`src/rtl/trees_job_scheduler.sv`:
```
// trees_job_scheduler: round-robin job arbiter that shares one trees_ping_pong
// inference engine between N_REQ host requesters and holds ownership until the
// owner acknowledges completion.
// Optional feature macro: TREES_SCHED_TIMEOUT_EN (RUN-state watchdog, err on expiry).
module trees_job_scheduler #(
  parameter int unsigned N_REQ     = 4,
  parameter int unsigned MAX_BURST = 5000,
`ifdef TREES_SCHED_TIMEOUT_EN
  parameter int unsigned TIMEOUT_CYCLES = 2**20,
`endif
  localparam int unsigned BL_W = $clog2(MAX_BURST) + 1,
  localparam int unsigned ID_W = $clog2(N_REQ)
) (
  input  logic                    clk,
  input  logic                    rst,
  input  logic [N_REQ-1:0]        req_valid,
  input  logic [N_REQ*BL_W-1:0]   req_burst_len,
  output logic [N_REQ-1:0]        req_ready,
  output logic [N_REQ-1:0]        cmp_valid,
  output logic                    cmp_err,
  input  logic [N_REQ-1:0]        cmp_ack,
  output logic                    acc_start,
  output logic [BL_W-2:0]         acc_burst_len,
  input  logic                    acc_done,
  output logic                    acc_busy,
  output logic [ID_W-1:0]         acc_owner
);

  typedef enum logic [2:0] {
    S_IDLE  = 3'd0,
    S_GRANT = 3'd1,
    S_START = 3'd2,
    S_RUN   = 3'd3,
    S_CPL   = 3'd4
  } state_t;

  state_t          state;
  logic [ID_W-1:0] rr_last;
  logic [BL_W-1:0] len;

  logic            gnt_found;
  logic [ID_W-1:0] gnt_idx;
  logic [ID_W-1:0] scan_idx;
  logic [BL_W-1:0] gnt_len;

`ifdef TREES_SCHED_TIMEOUT_EN
  localparam int unsigned WD_W = $clog2(TIMEOUT_CYCLES) + 1;
  logic [WD_W-1:0] wd_cnt;
`endif

  // Round-robin pick: first active request scanning upward from rr_last+1.
  always_comb begin
    gnt_found = 1'b0;
    gnt_idx   = '0;
    scan_idx  = '0;
    for (int unsigned k = 1; k <= N_REQ; k++) begin
      scan_idx = ID_W'((32'(rr_last) + k) % N_REQ);
      if (!gnt_found && req_valid[scan_idx]) begin
        gnt_found = 1'b1;
        gnt_idx   = scan_idx;
      end
    end
    gnt_len = req_burst_len[32'(gnt_idx)*BL_W +: BL_W];
  end

  // Job sequencer; acc_owner doubles as the owner register for the whole job.
  always_ff @(posedge clk) begin
    if (rst) begin
      state         <= S_IDLE;
      rr_last       <= ID_W'(N_REQ - 1);
      len           <= '0;
      req_ready     <= '0;
      cmp_valid     <= '0;
      cmp_err       <= 1'b0;
      acc_start     <= 1'b0;
      acc_burst_len <= '0;
      acc_busy      <= 1'b0;
      acc_owner     <= '0;
`ifdef TREES_SCHED_TIMEOUT_EN
      wd_cnt        <= '0;
`endif
    end else begin
      case (state)
        S_IDLE: begin
          if (gnt_found) begin
            state         <= S_GRANT;
            acc_owner     <= gnt_idx;
            len           <= gnt_len;
            acc_burst_len <= gnt_len[BL_W-2:0];
            acc_busy      <= 1'b1;
            req_ready     <= N_REQ'(1) << gnt_idx;
          end
        end
        S_GRANT: begin
          req_ready <= '0;
          if (len == '0) begin
            state     <= S_CPL;
            cmp_valid <= N_REQ'(1) << acc_owner;
            cmp_err   <= 1'b0;
          end else if (len > BL_W'(MAX_BURST)) begin
            state     <= S_CPL;
            cmp_valid <= N_REQ'(1) << acc_owner;
            cmp_err   <= 1'b1;
          end else begin
            state     <= S_START;
            acc_start <= 1'b1;
          end
        end
        S_START: begin
          acc_start <= 1'b0;
          state     <= S_RUN;
`ifdef TREES_SCHED_TIMEOUT_EN
          wd_cnt    <= '0;
`endif
        end
        S_RUN: begin
          if (acc_done) begin
            state     <= S_CPL;
            cmp_valid <= N_REQ'(1) << acc_owner;
            cmp_err   <= 1'b0;
          end
`ifdef TREES_SCHED_TIMEOUT_EN
          else if (wd_cnt == WD_W'(TIMEOUT_CYCLES - 1)) begin
            state     <= S_CPL;
            cmp_valid <= N_REQ'(1) << acc_owner;
            cmp_err   <= 1'b1;
          end else begin
            wd_cnt    <= wd_cnt + WD_W'(1);
          end
`endif
        end
        S_CPL: begin
          if (cmp_ack[acc_owner]) begin
            state         <= S_IDLE;
            rr_last       <= acc_owner;
            cmp_valid     <= '0;
            cmp_err       <= 1'b0;
            acc_busy      <= 1'b0;
            acc_owner     <= '0;
            acc_burst_len <= '0;
          end
        end
        default: state <= S_IDLE;
      endcase
    end
  end

endmodule

```
`config.mk`:
```
export PLATFORM = sky130hd
export DESIGN_NAME = trees_job_scheduler
export DESIGN_NICKNAME = d
export VERILOG_FILES = /design/src/rtl/trees_job_scheduler.sv
export SDC_FILE = /design/constraint.sdc
export NUM_CORES = 1
export LEC_CHECK = 0
export CAP_MARGIN = 20
export CORE_MARGIN = 3
export CORE_UTILIZATION = 39
export DETAILED_ROUTE_END_ITERATION = 16
export GPL_TIMING_DRIVEN = 0
export PLACE_DENSITY = 0.76
export SYNTH_ARGS = -nofsm -noshare
export SYNTH_HDL_FRONTEND = slang
export SYNTH_SLANG_ARGS = --single-unit
```
`constraint.sdc`:
```
create_clock -name clk -period 1.65 [get_ports clk]
set_input_delay 0.2475 -clock clk [delete_from_list [all_inputs] [get_ports clk]]
set_output_delay 0.2475 -clock clk [all_outputs]
set_load 0.01 [all_outputs]
```
-- After elaboration in Yosys (flattened, before gate mapping)
Cells that the tools add are included.
- add/subtract/negate cells: 4
- multipliers: 1
- magnitude comparators: 6
- equality and inequality tests: 10
- shift-type cells: 3
- muxes and demuxes: 47
- reductions and logical operators: 19
- operators by type and width (kind ; number):
    variable part select 56 x 7 -> 14 bit ; 1
    two-way mux 13 bit ; 2
    case mux 13 bit (2 select lines) ; 1
    two-way mux 4 bit ; 5
    two-way mux 1 bit ; 16
    < comparator 2 x 3 -> 1 bit, second input constant ; 5
    two-way mux 3 bit ; 5
    case mux 3 bit (5 select lines) ; 1
    greater-than comparator 14 x 13 -> 1 bit, second input constant ; 1
    logical NOT 14 bit ; 1
    two-way mux 2 bit ; 6
    case mux 4 bit (3 select lines) ; 1
    binary-select mux 1 bit (select 2 bit) ; 5
    inequality test 2 bit, second input constant ; 5
    AND reduction 3 bit ; 3
    case mux 4 bit (2 select lines) ; 1
    << shifter 1 x 2 -> 4 bit, first input constant ; 2
    equality test 3 x 2 -> 1 bit, second input constant ; 2
    AND reduction 2 bit ; 3
    nonzero test 2 bit ; 3
    multiplier 2 x 3 -> 5 bit, second input constant ; 1
    adder 2 x 1 -> 2 bit, second input constant ; 2
    adder 2 bit, second input constant ; 2
    case mux 1 bit (2 select lines) ; 2
    10 further kinds ; 14
- flip-flop bits (word level): 45
- input port bits: 67
- output and inout port bits: 26
- logic and storage cells: 100

-- Longest topological paths before layout
- depth in word-level cells: 17
- depth in mapped cells: 7
- mapped depth without buffers: 5

-- Worst setup path before layout
Ideal clock, no wire load.
- kind: register to register
- start: register acc_owner[0]
- end: register acc_burst_len[10]
- setup time: 83 ps
- arrival: 1629 ps
- required time: 1567 ps
- setup slack: -62 ps
- stages on the path, launching flop included: 7
- buffers on the path: 1
- period minus slack after synthesis: 1712 ps
- cells stage by stage: dfxtp_1 -> mux4_2 -> nand2_1 -> and2_1 -> buf_4 -> nand2_1 -> o221ai_1
- word-level cells in the longest chain between the ends: 4
- ends and longest elaborated chain (what ; line ; source):
    start, declared ; 26 ; output logic [ID_W-1:0] acc_owner
    start signal, assigned ; 87 ; acc_owner <= gnt_idx;
    binary-select mux 1 bit (select 2 bit) ; 133 ; if (cmp_ack[acc_owner]) begin
    two-way mux 1 bit (implied by the code) ; 133 ;
    inequality test 2 bit (no source line) ; n/a ;
    AND reduction 3 bit (no source line) ; n/a ;
    end signal, assigned ; 89 ; acc_burst_len <= gnt_len[BL_W-2:0];
    end, declared ; 23 ; output logic [BL_W-2:0] acc_burst_len,
No other way between the ends. The select of a mux whose other input is x is not followed.
A chain may end at the register's enable or synchronous reset.

-- Worst setup path in the final report
- start: register rr_last[1]
- end: register len[9]
- word-level cells in the longest chain between the ends: 15
- elaborated cells on any way between the ends: 29
- those cells by class: add/sub (4); mul (1); shift (1); mux (16); reduce/logical (7)
- ends and longest elaborated chain (what ; line ; source):
    start, declared ; 38 ; logic [ID_W-1:0] rr_last;
    start signal, assigned ; 70 ; rr_last <= ID_W'(N_REQ - 1);
    start signal, assigned ; 135 ; rr_last <= acc_owner;
    adder 2 x 1 -> 2 bit ; 57 ; scan_idx = ID_W'((32'(rr_last) + k) % N_REQ);
    binary-select mux 1 bit (select 2 bit) ; 58 ; if (!gnt_found && req_valid[scan_idx]) begin
    two-way mux 1 bit (implied by the code) ; 58 ;
    two-way mux 1 bit ; 58 ;
    logical NOT 1 bit ; 58 ;
    logical AND 1 bit ; 58 ;
    two-way mux 1 bit ; 58 ;
    logical NOT 1 bit ; 58 ;
    logical AND 1 bit ; 58 ;
    two-way mux 1 bit ; 58 ;
    logical NOT 1 bit ; 58 ;
    logical AND 1 bit ; 58 ;
    two-way mux 2 bit ; 58 ;
    multiplier 2 x 3 -> 5 bit ; 63 ; gnt_len = req_burst_len[32'(gnt_idx)*BL_W +: BL_W];
    variable part select 56 x 7 -> 14 bit ; 63 ;
    end signal, assigned ; 88 ; len <= gnt_len;
    end, declared ; 39 ; logic [BL_W-1:0] len;
Several ways; a longest one is shown, not always the timed one. The select of a mux whose other input is x is not followed.

==> results.sh <==
export IMPL_synth_simple_area_share=0.190
export IMPL_clockBufferDepth=2
export IMPL_finalCriticalPeriod_ns=1.75
export IMPL_rsz0062_at_grt="true"
export IMPL_synth_top_family_by_area="compound AO/OA/AOI/OAI gates"
export IMPL_critPathMaxStageDelay_ns=0.38
export IMPL_drv_slew=0
export IMPL_status="complete, but fails checks"
export IMPL_seqCellArea_sq_um=920
export IMPL_cts_tree="yes"
export IMPL_wl_met1_um=3180
export IMPL_dpl_cell_area_sq_um=3320
export IMPL_via_count=2534
export IMPL_power_ir_vdd_worst_uv=867
export IMPL_p_total_uw=4660
export IMPL_fp_dieArea_sq_um=6870
export IMPL_rows=27
export IMPL_yosysUniqueCellTypes=43
export IMPL_clk_latency_ns=0.29
export IMPL_wl_met2_um=4350
export IMPL_grt_start_max_net_pins=14
export IMPL_async_reset_ff_frac=0
export IMPL_wl_met3_um=620
export IMPL_synth_top_cell_area_share=0.391
export IMPL_die_y_um=82.9
export IMPL_switching_share=0.361
export IMPL_critPathArrivalTime_ns=1.92
export IMPL_grt_util_all_layers=0.212
export IMPL_yosys_warnings=0
export IMPL_initial_core_util=0.411
export IMPL_fin_skew_ns=0.00242
export IMPL_clkPwrFrac=0.143
export IMPL_htreeDepth=2
export IMPL_layoutNonFillerInstCount=438
export IMPL_io_pins=93
export IMPL_intPower_uw=2980
export IMPL_nNetsFinal=432
export IMPL_diodes=0
export IMPL_hold_class="flip-flop to flip-flop"
export IMPL_postLayoutCoreUtil=0.759
export IMPL_finalSetupTns_ns=-1.27
export IMPL_crit_fanout=8
export IMPL_synthesis_nets=314
export IMPL_top_layer="met4"
export IMPL_cts_sinks=45
export IMPL_synthAdderAreaFrac=0
export IMPL_wl_per_cell_um=19.3
export IMPL_hold_viol=0
export IMPL_cts_hold_buf=0
export IMPL_setup_viol=26
export IMPL_power_switching_uw=1680
export IMPL_cts_root_buf="clkbuf_8"
export IMPL_synth_edff_count=0
export IMPL_comb_power_share=0.515
export IMPL_setup_ws_ns=-0.101
export IMPL_area_growth_pct=84.7
export IMPL_avgViaCountPerCell=5.79
export IMPL_yosys_most_used_dff="dfxtp_1"
export IMPL_worstSetupStartpointType="flip-flop"
export IMPL_drc=0
export IMPL_drive_gt1_frac=0.314
export IMPL_wl_um=8470
export IMPL_antenna_left=0
export IMPL_fill_cells=385
export IMPL_seqPwrFrac=0.342
export IMPL_synth_cells=247
export IMPL_ys_seq_area_frac=0.391
export IMPL_antenna_found_initial=0
export IMPL_failed_checks="setup timing"
export IMPL_syn_area_sq_um=2310
export IMPL_cap_violations=0
export IMPL_power_density_nw_per_um2=1090
export IMPL_place_gp_congestion=0.832
export IMPL_max_slew_margin=0.683
export IMPL_dp_cells=411
export IMPL_multi_input_area_sq_um=1820
export IMPL_cp_slowest_cell="dfxtp_4"
export IMPL_max_freq_mhz=571
export IMPL_synth_xor_area_frac=0
export IMPL_synth_most_common_cell="dfxtp_1"
export IMPL_core_sq_um=5610
export IMPL_drt_first_iter_violations=148
export IMPL_io_buffers=92
export IMPL_grt_pass1_vias=2476
export IMPL_die_w_um=82.9
export IMPL_synth_area_mux_share=0.154
export IMPL_synth_compound_area_frac=0.202
export IMPL_p_leak_uw=0.00151
export IMPL_min_period_over_period=1.06
export IMPL_ys_ff_latch=45
export IMPL_tightest_slew_ns=0.472
export IMPL_crit_chain="mux2i_1, o22ai_1, a21o_1, buf_12, clkbuf_16, mux2i_4, o221ai_1"
export IMPL_worst_path_buf_inv=2
export IMPL_crit_type="flip-flop to flip-flop"
export IMPL_dp_hpwl_um=4940
export IMPL_ys_top_cells_by_count="45 x dfxtp_1, 36 x nand2_1, 32 x mux2i_1"
export IMPL_worst_ep_required_time_ns=1.82
export IMPL_critPathTopFamily="compound AO/OA/AOI/OAI gates"
export IMPL_clkTransAtPathRegs_ns=0.08
export IMPL_ys_top_cells_by_area="dfxtp_1 39%, mux2i_1 14%, o221ai_1 9.1%"
export IMPL_yosys_area_top_type="dfxtp_1"
export IMPL_synth_area_per_cell_sq_um=9.34
export IMPL_design_area_sq_um=4260
export IMPL_cts_buffers=5
export IMPL_first_pass_iters=7
export IMPL_critPathCaptureType="flip-flop"
export IMPL_grt_remaining_overflow=0
export IMPL_grt_pass1_wl_um=12100
[worst paths after layout]
path,start,end,slack [ns],cells after the start
max,rr_last[1],len[9],-0.10,7
min,req_ready[2],req_ready[2],0.47,2
max reg2reg,rr_last[1],len[9],-0.10,7
min reg2reg,req_ready[2],req_ready[2],0.47,2
[power groups by stage]
stage / clock network [uW] / registers [uW] / logic [uW]
after detailed placement: 0 / 1560 / 1640
after floorplan: 0 / 1600 / 907
final: 665 / 1600 / 2400
after global placement: 0 / 1550 / 1620
after global routing: 706 / 1620 / 2570
after CTS: 668 / 1560 / 2070
[logic make-up (layout without fill, tap and decap cells)]
kind of cell    count (synthesis)  after routing
simple gates                   87             87
compound gates                 60             60
flops                          45             45
mux                            34             34
buf+inv                        21            140
[registers in the layout (all words and copies together) (netlist names)]
signal,flops
acc_owner,2
state,3
req_ready,4
cmp_valid,4
acc_busy,1
cmp_err,1
acc_start,1
acc_burst_len,13
len,14
rr_last,2
[worst min-delay path: cells and delay by family (launching register included)]
kind | cells | cell delay (ns)
flip-flops | 1 | 0.32
AND/OR/NAND/NOR | 1 | 0.05
AO/OA/AOI/OAI | 1 | 0.05
[per-layer routing]
metal | global-route usage | vias up
met1 | 0.244 | 1205
met4 | 0.0594 | 0
met2 | 0.386 | 123
met5 | 0 | -
li1 | - | 1174
met3 | 0.0546 | 32
[cell usage in the layout (no fill, tap or decap), types with 2 or more instances in the layout]
cell type         n
a22oi_1           3
nor3_2            2
buf_4            15
clkbuf_1          3
or4_4             2
clkdlybuf4s50_1  87
nand3_1           2
and2_1            2
buf_8             2
nor2_1           12
a211o_1           2
o221ai_2         18
clkinv_2          2
dlygate4sd2_1     5
o211ai_1          3
o221ai_1          6
a21o_1            3
buf_12            5
nand2b_1         12
mux2i_1           6
and2_4            2
nor4_2            2
dfxtp_2           3
dfxtp_4           4
dfxtp_1          38
nand3_2           2
buf_6             7
mux2i_4          24
nor3_1            2
inv_1             5
clkbuf_8          5
mux2i_2           2
buf_16            2
a21oi_1           6
nand2_1          34
a211oi_1          3
nor2b_1           3
nand3b_1          2
[through the flow]
stage | hold WS, ns | setup WS (ns)
3_5_place_dp | 0.448 | -0.652
5_1_grt | 0.490 | -0.149
2_1_floorplan | 0.431 | 0.0283
6_report | 0.466 | -0.101
3_3_place_gp | 0.444 | -0.629
4_1_cts | 0.464 | -0.0216
[cell type report]
| class | instances | share of cell area |
|---|---|---|
| plain buffers | 12 | 0.0367 |
| clock buffers | 6 | 0.0170 |
| clock inverters | 2 | 0.00235 |
| inverters | 5 | 0.00441 |
| multi-input cells | 181 | 0.427 |
| flip-flops and latches | 45 | 0.216 |
| well taps | 72 | 0.0212 |
| repair buffers | 115 | 0.275 |
[what timing repair did]
action,4_1_cts,5_1_grt
gates cloned,4,1
gates resized for setup,91,44
buffers inserted,11,8
setup endpoints to repair,37,41
hold endpoints to repair,0,0
pin swaps,20,29
(Power assumes the default switching activity.)
